==> src/rtl/dmem_arbiter.sv <==
// dmem_arbiter: shares one combinational-read / edge-write data memory between
// the core load/store port (port 0) and a second master (port 1).
// One access is granted per cycle. Read data is registered and comes with a
// one-cycle rvalid strobe.
// Build option ARB_RR_EN: when defined, ties are resolved round-robin and
// ownership is capped at MAX_BURST grants under contention. When undefined,
// port 0 has fixed priority.
module dmem_arbiter #(
  parameter int AW        = 32,
  parameter int DW        = 32,
  parameter int MAX_BURST = 4
) (
  input  logic          clk,
  input  logic          reset,
  input  logic          p0_req,
  input  logic          p0_we,
  input  logic [AW-1:0] p0_addr,
  input  logic [DW-1:0] p0_wdata,
  output logic          p0_gnt,
  output logic [DW-1:0] p0_rdata,
  output logic          p0_rvalid,
  input  logic          p1_req,
  input  logic          p1_we,
  input  logic [AW-1:0] p1_addr,
  input  logic [DW-1:0] p1_wdata,
  output logic          p1_gnt,
  output logic [DW-1:0] p1_rdata,
  output logic          p1_rvalid,
  output logic          mem_we,
  output logic [AW-1:0] mem_a,
  output logic [DW-1:0] mem_wd,
  input  logic [DW-1:0] mem_rd
);

  if (MAX_BURST < 1) begin : g_bad_burst
    $error("dmem_arbiter: MAX_BURST must be at least 1");
  end

  typedef enum logic [1:0] {
    IDLE = 2'd0,
    OWN0 = 2'd1,
    OWN1 = 2'd2
  } state_e;

  state_e        state_q, state_d;
  logic [DW-1:0] p0_rdata_q, p1_rdata_q;
  logic          p0_rvalid_q, p1_rvalid_q;

  // Grants follow the current owner; the memory port sees only the granted master
  always_comb begin
    p0_gnt = (state_q == OWN0) & p0_req;
    p1_gnt = (state_q == OWN1) & p1_req;
    mem_we = 1'b0;
    mem_a  = '0;
    mem_wd = '0;
    if (p0_gnt) begin
      mem_we = p0_we;
      mem_a  = p0_addr;
      mem_wd = p0_wdata;
    end else if (p1_gnt) begin
      mem_we = p1_we;
      mem_a  = p1_addr;
      mem_wd = p1_wdata;
    end
  end

  // Capture read data at the end of a granted read; rvalid strobes for one cycle
  always_ff @(posedge clk or negedge reset) begin
    if (!reset) begin
      p0_rdata_q  <= '0;
      p1_rdata_q  <= '0;
      p0_rvalid_q <= 1'b0;
      p1_rvalid_q <= 1'b0;
    end else begin
      p0_rvalid_q <= p0_gnt & ~p0_we;
      p1_rvalid_q <= p1_gnt & ~p1_we;
      if (p0_gnt & ~p0_we) p0_rdata_q <= mem_rd;
      if (p1_gnt & ~p1_we) p1_rdata_q <= mem_rd;
    end
  end

  assign p0_rdata  = p0_rdata_q;
  assign p1_rdata  = p1_rdata_q;
  assign p0_rvalid = p0_rvalid_q;
  assign p1_rvalid = p1_rvalid_q;

  // Owner register; reset drops ownership at once so no write can slip through
  always_ff @(posedge clk or negedge reset) begin
    if (!reset) state_q <= IDLE;
    else        state_q <= state_d;
  end

`ifdef ARB_RR_EN
  // Counter is wide enough to hold MAX_BURST itself; it saturates there.
  localparam int CW = $clog2(MAX_BURST) + 1;

  logic [CW-1:0] cnt_q, cnt_d;
  logic          last_q, last_d;
  logic          burst_done;

  // Round-robin owner selection with a burst cap under contention
  always_comb begin
    burst_done = ({1'b0, cnt_q} + (CW+1)'(1)) >= (CW+1)'(MAX_BURST);
    state_d    = state_q;
    case (state_q)
      IDLE: begin
        if (p0_req && p1_req) state_d = last_q ? OWN0 : OWN1;
        else if (p0_req)      state_d = OWN0;
        else if (p1_req)      state_d = OWN1;
        else                  state_d = IDLE;
      end
      OWN0: begin
        if (p0_req && p1_req) state_d = burst_done ? OWN1 : OWN0;
        else if (p0_req)      state_d = OWN0;
        else if (p1_req)      state_d = OWN1;
        else                  state_d = IDLE;
      end
      OWN1: begin
        if (p0_req && p1_req) state_d = burst_done ? OWN0 : OWN1;
        else if (p1_req)      state_d = OWN1;
        else if (p0_req)      state_d = OWN0;
        else                  state_d = IDLE;
      end
      default: state_d = IDLE;
    endcase

    cnt_d = cnt_q;
    if ((state_d != state_q) || (state_q == IDLE)) cnt_d = '0;
    else if ((p0_gnt || p1_gnt) && (cnt_q != CW'(MAX_BURST))) cnt_d = cnt_q + CW'(1);

    last_d = last_q;
    if (p0_gnt)      last_d = 1'b0;
    else if (p1_gnt) last_d = 1'b1;
  end

  // Burst length and last-served port; last starts at 1 so port 0 wins the first tie
  always_ff @(posedge clk or negedge reset) begin
    if (!reset) begin
      cnt_q  <= '0;
      last_q <= 1'b1;
    end else begin
      cnt_q  <= cnt_d;
      last_q <= last_d;
    end
  end
`else
  // Fixed priority: port 0 takes or keeps the memory whenever it asks
  always_comb begin
    state_d = IDLE;
    if (p0_req)      state_d = OWN0;
    else if (p1_req) state_d = OWN1;
  end
`endif

endmodule
==> config.mk <==
export PLATFORM = sky130hd
export DESIGN_NAME = dmem_arbiter
export DESIGN_NICKNAME = d
export VERILOG_FILES = /design/src/rtl/dmem_arbiter.sv
export SDC_FILE = /design/constraint.sdc
export NUM_CORES = 1
export LEC_CHECK = 0
export CAP_MARGIN = 20
export CORE_AREA = 2 2 117 119
export DETAILED_ROUTE_END_ITERATION = 7
export DIE_AREA = 0 0 119 121
export PLACE_DENSITY = 0.73
export SKIP_CTS_REPAIR_TIMING = 1
export SYNTH_ARGS = -nofsm -noshare
export SYNTH_HDL_FRONTEND = slang
export SYNTH_SLANG_ARGS = --single-unit
export TNS_END_PERCENT = 100
==> constraint.sdc <==
create_clock -name clk -period 1.55 [get_ports clk]
set_input_delay 0.31 -clock clk [delete_from_list [all_inputs] [get_ports clk]]
set_output_delay 0.31 -clock clk [all_outputs]
set_load 0.05 [all_outputs]
==> results of run 1 <==
==> layer usage <==
| metal | vias to the layer above | GRT usage | part of all wire |
|---|---|---|---|
| li1 | 1997 | - | - |
| met1 | 2196 | 0.244 | 0.36 |
| met2 | 194 | 0.420 | 0.54 |
| met3 | 39 | 0.0587 | 0.067 |
| met4 | 0 | 0.0945 | 0.033 |
| met5 | - | 0 | 0 |
==> final timing paths <==
path,end,slack [ns],start
min in group asynchronous,p0_rdata[15],0.44,reset
worst min register to register,p1_rdata[1],0.49,p1_rdata[1]
worst min-delay path,state_q[0],0.25,p0_req
worst max register to register,p1_rdata[2],-0.21,state_q[0]
max in group asynchronous,p0_rdata[0],0.56,reset
worst max-delay path,mem_a[8],-0.37,state_q[0]
==> cells by family (layout without fill, tap and decap cells) <==
group | Yosys count | after routing | share of synthesized area
AOI/OAI and AO/OA | 65 | 65 | 0.104
buffers and inverters | 45 | 364 | 0.0636
DFF | 68 | 68 | 0.435
muxes | 64 | 64 | 0.240
and+or+nand+nor | 136 | 136 | 0.158
==> power by group <==
group | leakage [nW] | total (mW) | switching [mW] | internal [mW]
registers | 0.823 | 2.59 | 0.429 | 2.16
clock network | 0.153 | 2.17 | 0.723 | 1.45
logic | 2.87 | 5.33 | 2.60 | 2.73
total | 3.84 | 10.1 | 3.75 | 6.34
==> worst max-delay path: stages (launching register included) <==
cell	delay, ns
dfrtp_4	0.56
buf_6	0.23
nand2_1	0.12
o22ai_4	0.20
buf_6	0.18
==> final cells by class <==
type	instances	share of cell area
inverters	1	0.000643
clock buffers	12	0.0253
flip-flops and latches	68	0.175
repair buffers	347	0.470
multi-input cells	265	0.299
well taps	176	0.0226
clock inverters	4	0.00746
==> metrics by stage <==
step                 util  hold slack [ns]  power (mW)  setup TNS [ns]
floorplan               -           0.0144        5.15               0
global placement    0.688            0.238        7.75          -39.21
detailed placement  0.688            0.250        7.82          -42.79
CTS                 0.712           -0.105        10.0          -25.45
global route        0.743            0.245        10.4          -38.18
finish              0.743            0.249        10.1          -32.44
==> flip-flops by register name, indices dropped and copies added, names as in the netlist <==
| register | flops |
|---|---|
| p1_rvalid | 1 |
| state_q | 2 |
| p0_rdata | 32 |
| p0_rvalid | 1 |
| p1_rdata | 32 |
==> placed cells by master (no fill, tap or decap), types with 4 or more instances in the layout <==
master | netlist | routed
clkdlybuf4s50_1 | 0 | 162
nand3_1 | 65 | 65
clkbuf_16 | 0 | 15
buf_12 | 0 | 99
nand2_1 | 65 | 62
o22ai_4 | 0 | 65
buf_4 | 0 | 32
buf_8 | 0 | 4
dfrtp_1 | 68 | 66
mux2_4 | 58 | 62
buf_6 | 9 | 38
==> flow_summary.yaml, run 1 <==
detailed_routing:
  final_antenna_net_count: 0
  num_vias: 4426
  vias_per_cell: 5.07
  routedWlPerCell_um: 20.5
  drcViolationCount: 0
  dr.pass1.iters: 4
  drt_iter0_markers: 188
  wl_mm: 17.9
synth:
  synth_common_cells: "68 x dfrtp_1, 65 x nand2_1, 65 x nand3_1, 65 x o22ai_1, 58 x mux2_4"
  syn_nets: 544
  async_flop_share: 1.00
  ys_ff_latch: 68
  synth_area_leaders: "dfrtp_1 43%, mux2_4 22%, o22ai_1 10%"
  yosys.area.top_type_share: 0.435
  synth_cell_types: 16
  synth_ff_type: "dfrtp_1"
  synthesis.instances: 378
  yosysTopAreaCell: "dfrtp_1"
  synth-edff-count: 0
  ys_warn_count: 0
  syn_area_sq_um: 3910
  synth.most_common_cell: "dfrtp_1"
  synth_area_per_cell_sq_um: 10.4
  seq_area_frac_synth: 0.435
final_layout:
  syn2layout_area_growth_pct: 149
  nFillCells: 803
  final_net_count: 858
  diodes: 0
  design_area_sq_um: 9730
  instances_no_fill: 873
  drive_gt1_frac: 0.481
  regArea_sq_um: 1710
  multi_input_area_sq_um: 2910
sta:
  slew_viol_final: 0
  setup_viol: 131
  rsz0062_at_grt: "true"
  tightest_slew_ns: 0.391
  hold_violations: 0
  finalCritPeriodShare: 1.24
  fin_crit_ns: 1.92
  slew_headroom: 0.740
  fin_ws_ns: -0.368
  finClkSkew_ns: 0.00701
  max_freq_mhz: 521
die:
  coreArea_sq_um: 13100
  placementRows: 42
  start_util: 0.299
  die_w_um: 119
  die-area_sq_um: 14400
  boundaryPins: 299
  die_y_um: 121
global_routing:
  grt.total_usage: 0.226
  first_global_vias: 4640
  grt_max_degree: 67
  grt_pass1_wl_mm: 25.5
  grt_remaining_overflow: 0
  antenna_found_initial: 0
clocking:
  clock_latency_ns: 0.33
  clk_pin_slew_ns: 0.05
  cts_tree: "built"
  clk_path_buf_depth: 2
  root_buffer: "clkbuf_16"
  htreeDepth: 3
  cts_made_buffers: 9
  cts.sinks: 68
worst_setup_path:
  path_max_fanout: 11
  worstPathRequired_ns: 1.24
  endpoint_kind: "primary output"
  critPathLaunchType: "flop"
  crit_type: "reg -> out"
  r2r_cells: 4
  cp.arrival_ns: 1.61
flow_run:
  cap_violations: 0
placement:
  io_buffers: 298
  place_area_sq_um: 9000
  gp_congestion: 0.865
  place_ws_ns: -0.387
  place_inst: 847
  hpwl_mm: 13.1
power_and_ir_drop:
  leakagePower_nw: 3.84
  ir_worst_vdd_mv: 0.668
  powerDensity_nw_per_um2: 1040
status:
  violations: "negative setup slack"
  outcome: "finished, violations left"
worst_hold_path:
  hold_class: "in -> reg"
  min_path_cells: 1
Note: power is estimated with default switching activity, not from simulation.
==> run 2, diff against run 1 <==
--- a/config.mk
+++ b/config.mk
@@ -6,10 +6,12 @@
 export NUM_CORES = 1
 export LEC_CHECK = 0
 export CAP_MARGIN = 20
-export CORE_AREA = 2 2 117 119
+export CELL_PAD_IN_SITES_DETAIL_PLACEMENT = 1
+export CELL_PAD_IN_SITES_GLOBAL_PLACEMENT = 1
+export CORE_ASPECT_RATIO = 0.75
+export CORE_UTILIZATION = 24
 export DETAILED_ROUTE_END_ITERATION = 7
-export DIE_AREA = 0 0 119 121
-export PLACE_DENSITY = 0.73
+export PLACE_DENSITY_LB_ADDON = 0.1
 export SKIP_CTS_REPAIR_TIMING = 1
 export SYNTH_ARGS = -nofsm -noshare
 export SYNTH_HDL_FRONTEND = slang
==> run 2 against run 1 <==
Net effect:
- sequential power is essentially flat
- cell area grew 6.1%
- die area grew 17%
- combinational power grew 3.9%
- highest routed layer unchanged
- flip-flop and latch count is the same
- largest power group unchanged
- global-route usage shrank 1.5 points
- critical path type unchanged
- the run ends with negative hold slack, negative setup slack left
- first-iteration DRC count shrank 34%
- via count grew 0.63%
- hold slack lost 0.26 ns
==> flow_summary.yaml, run 2 (synthesized netlist as in run 1, its figures left out) <==
die:
  die_y_um: 113
  start_util: 0.245
  die_w_um: 149
  boundaryPins: 299
  coreArea_sq_um: 16000
  placementRows: 40
  die-area_sq_um: 16800
placement:
  gp_congestion: 0.788
  io_buffers: 298
  hpwl_mm: 13.7
  place_ws_ns: -0.436
  place_area_sq_um: 9400
  place_inst: 876
worst_setup_path:
  slowest_delay_ns: 0.40
  critPathLaunchType: "flop"
  crit_chain: "buf_4 > buf_12 > nand3_1 > o22ai_4 > buf_12"
  rr_endpoint: "p1_rdata[3]"
  crit_type: "reg -> out"
  cp.arrival_ns: 1.60
  crit_slowest_cell: "dfrtp_2"
  endpoint_kind: "primary output"
  r2r_cells: 4
  path_delay_family: "buffers and inverters"
  critPathMostFrequentCell: "buf_12"
  path_max_fanout: 21
  worstPathRequired_ns: 1.24
  regToRegStartpoint: "state_q[0]"
  r2r_slack_ns: -0.21
  crit_buf_inv: 3
status:
  outcome: "finished, violations left"
  violations: "negative hold slack, negative setup slack"
sta:
  tns_ns: -30.39
  finalCritPeriodShare: 1.23
  slew_headroom: 0.750
  fin_crit_ns: 1.91
  slew_viol_final: 0
  finClkSkew_ns: 0.00322
  rsz0062_at_grt: "true"
  timing.hold.ws_ns: -0.00951
  setup_viol: 131
  max_freq_mhz: 523
  fin_ws_ns: -0.363
  hold_violations: 15
  tightest_slew_ns: 0.374
global_routing:
  first_global_vias: 4855
  grt_remaining_overflow: 0
  antenna_found_initial: 1
  grt_max_degree: 69
  grt_pass1_wl_mm: 27.2
  grt.total_usage: 0.211
final_layout:
  drive_gt1_frac: 0.501
  layout_common_cells: "162 x clkdlybuf4s50_1, 135 x buf_12, 66 x dfrtp_1"
  regArea_sq_um: 1710
  multi_input_area_sq_um: 2910
  instances_no_fill: 926
  design_area_sq_um: 10300
  final_util: 0.647
  final_common_cell: "clkdlybuf4s50_1"
  nFillCells: 1481
  syn2layout_area_growth_pct: 164
  final_net_count: 876
clocking:
  cts.sinks: 68
  cts_tree: "built"
  clk_pin_slew_ns: 0.06
  cts_made_buffers: 9
  clk_path_buf_depth: 2
  clock_latency_ns: 0.33
  htreeDepth: 3
  root_buffer: "clkbuf_16"
worst_hold_path:
  hold_class: "in -> async"
flow_run:
  cap_violations: 0
detailed_routing:
  vias_per_cell: 4.81
  final_antenna_net_count: 0
  routedWlPerCell_um: 21.0
  drt_iter0_markers: 125
  dr.pass1.iters: 4
  wl_mm: 19.4
  num_vias: 4454
  drcViolationCount: 0
power_and_ir_drop:
  powerDensity_nw_per_um2: 1010
  ir_worst_vdd_mv: 0.674
  power_mw: 10.4
  leakagePower_nw: 4.06
-- run 2: changes by cell type in the layout (fill, tap and decap cells not counted), sizes merged --
cell / before / now
clkinv: 1 / 3
clkbuf: 18 / 19
diode: 0 / 1
dlygate4sd3: 1 / 0
buf: 177 / 194
clkinvlp: 1 / 0
-- run 2: worst max-delay path by stage --
stage / cells after the start / end / slack, ns / from
after floorplan: 4 / mem_a[26] / 0.008 / state_q[0]
after global placement: 4 / p0_rdata[6] / -0.37 / p0_req
after detailed placement: 4 / p0_rdata[0] / -0.44 / p0_req
after CTS: 4 / mem_a[30] / -0.48 / state_q[0]
after global routing: 4 / mem_wd[14] / -0.45 / state_q[1]
final: 5 / mem_a[7] / -0.36 / state_q[1]
-- run 2: final cells by class --
cell class	instances	share of cell area
Sequential cell	68	0.165
Multi-Input combinational cell	265	0.282
Clock inverter	5	0.00800
Inverter	1	0.00158
Timing Repair Buffer	365	0.493
Tap cell	210	0.0254
Antenna cell	1	0.000242
Clock buffer	11	0.0245
-- run 2: routing by layer --
metal	vias to the layer above	track usage	share of wire
met5	-	0	0
met4	0	0.0599	0.021
met3	26	0.0650	0.064
met2	170	0.387	0.52
met1	2219	0.233	0.39
li1	2039	-	-
-- run 2: where the power goes --
group | internal (mW) | leakage [nW] | total (mW) | switching, mW
Sequential | 2.16 | 0.823 | 2.59 | 0.432
Clock | 1.50 | 0.166 | 2.25 | 0.753
Combinational | 2.87 | 3.07 | 5.54 | 2.67
-- run 2: worst register-to-register path, cell delays in order (launching register included) --
cell	delay, ns
dfrtp_4	0.50
buf_6	0.15
and4bb_4	0.46
clkbuf_16	0.23
mux2_4	0.30
==> variant: new RTL, settings of run 2 <==
Build with the macro `ARB_RR_EN` defined.
--- a/src/rtl/dmem_arbiter.sv
+++ b/src/rtl/dmem_arbiter.sv
@@ -5,6 +5,8 @@
 // Build option ARB_RR_EN: when defined, ties are resolved round-robin and
 // ownership is capped at MAX_BURST grants under contention. When undefined,
 // port 0 has fixed priority.
+`define ARB_RR_EN
+
 module dmem_arbiter #(
   parameter int AW        = 32,
   parameter int DW        = 32,
Behaviour: not the same (a bounded check fails within 4 cycles, from zero or initial values and one cycle with reset low).
==> variant against run 2 <==
The run ends with setup timing left; sequential share of layout area up 2.4 points; routed wire length fell by 8.6%; total power up 35%; highest routed layer unchanged; die area is 7.7% lower; design area is 7.7% lower; non-clock buffer count decreased by 16; setup slack got worse by 0.20 ns; critical endpoint is now mem_a[20]; area after synthesis down 7.8%; sequential cell count grew 4; largest cell class unchanged.
==> variant: results (changes against run 2) <==
status:
  status: "complete, but fails checks"  # unchanged
  failed_checks: "setup timing"  # was hold timing, setup timing
yosys:
  leading_cell_types_by_total_area_after_synthesis: "sky130_fd_sc_hd__dfrtp_1 49%, sky130_fd_sc_hd__a22o_1 16%, sky130_fd_sc_hd__mux2_2 14%"  # was sky130_fd_sc_hd__dfrtp_1 43%, sky130_fd_sc_hd__mux2_4 22%, sky130_fd_sc_hd__o22ai_1 10%
  muxShareOfSynthArea_pct: 22.2  # was 24.0%
  synth_xor_xnor_area_share_pct: 0.243  # was 0%
  synth_compound_gate_area_share_pct: 18.2  # was 10.4%
timing:
  fin_worst_hold_slack_ns: 0.268  # was -0.00951 ns
  timing_worst_slew_pin_value_ns: 0.339  # was 0.374 ns
  timing.final.setup_violations: 134  # was 131
  fin_ws_ns: -0.562  # was -0.363 ns
power_and_ir_drop:
  power.net_switching_mw: 5.78  # was 3.85 mW
  p_seq_share_pct: 23.3  # was 24.9%
  power.static_leakage_nw: 4.20  # was 4.06 nW
drt:
  met3WireLength_microns: 1000  # was 1250 microns
  via_per_inst: 4.64  # was 4.81
layout:
  stdcell_count: 810  # was 926
  final_net_count: 772  # was 876
grt:
  first_global_vias: 3909  # was 4855
  track_usage_pct: 19.7  # was 21.1%
  groute.layer.met2.usage_pct: 36.1  # was 38.7%
  met1_usage_pct: 22.8  # was 23.3%
worst_setup_path:
  rrSetupSlack_ns: -0.34  # was -0.21 ns
  critical_path.slowest_cell: "sky130_fd_sc_hd__or3_4"  # was sky130_fd_sc_hd__dfrtp_2
  critical_path.top_delay_family: "simple AND/OR/NAND/NOR gates"  # was buffers and inverters
  critPathArrivalTime_ns: 1.80  # was 1.60 ns
placed_design:
  finalWeightedCongestion: 0.787  # was 0.788
  dp_worst_setup_slack_ns: -0.761  # was -0.436 ns
## variant: final timing paths
kind / from / end / cells past startpoint
setup / recovery: state_q[0]$_DFF_PN0_ / mem_a[20] / 5
hold / removal: p1_req / state_q[0]$_DFF_PN0_ / 2
setup reg to reg: state_q[1]$_DFF_PN0_ / p0_rdata[1]$_DFFE_PN0P_ / 9
hold reg to reg: last_q$_DFFE_PN1P_ / last_q$_DFFE_PN1P_ / 2
max in group asynchronous: reset / p1_rdata[25]$_DFFE_PN0P_ / 3
min in group asynchronous: reset / p0_rdata[11]$_DFFE_PN0P_ / 2
## variant: layout make-up
cell class | instances | area [sq um]
clock buffer | 11 | 243
inverter | 8 | 55.1
tap | 200 | 250
antenna | 1 | 2.50
timing repair buffer | 349 | 4850
clock inverter | 5 | 86.3
timing repair inverter | 1 | 8.76
fill | 1323 | 5020
multi-input combinational | 163 | 2230
sequential | 72 | 1800
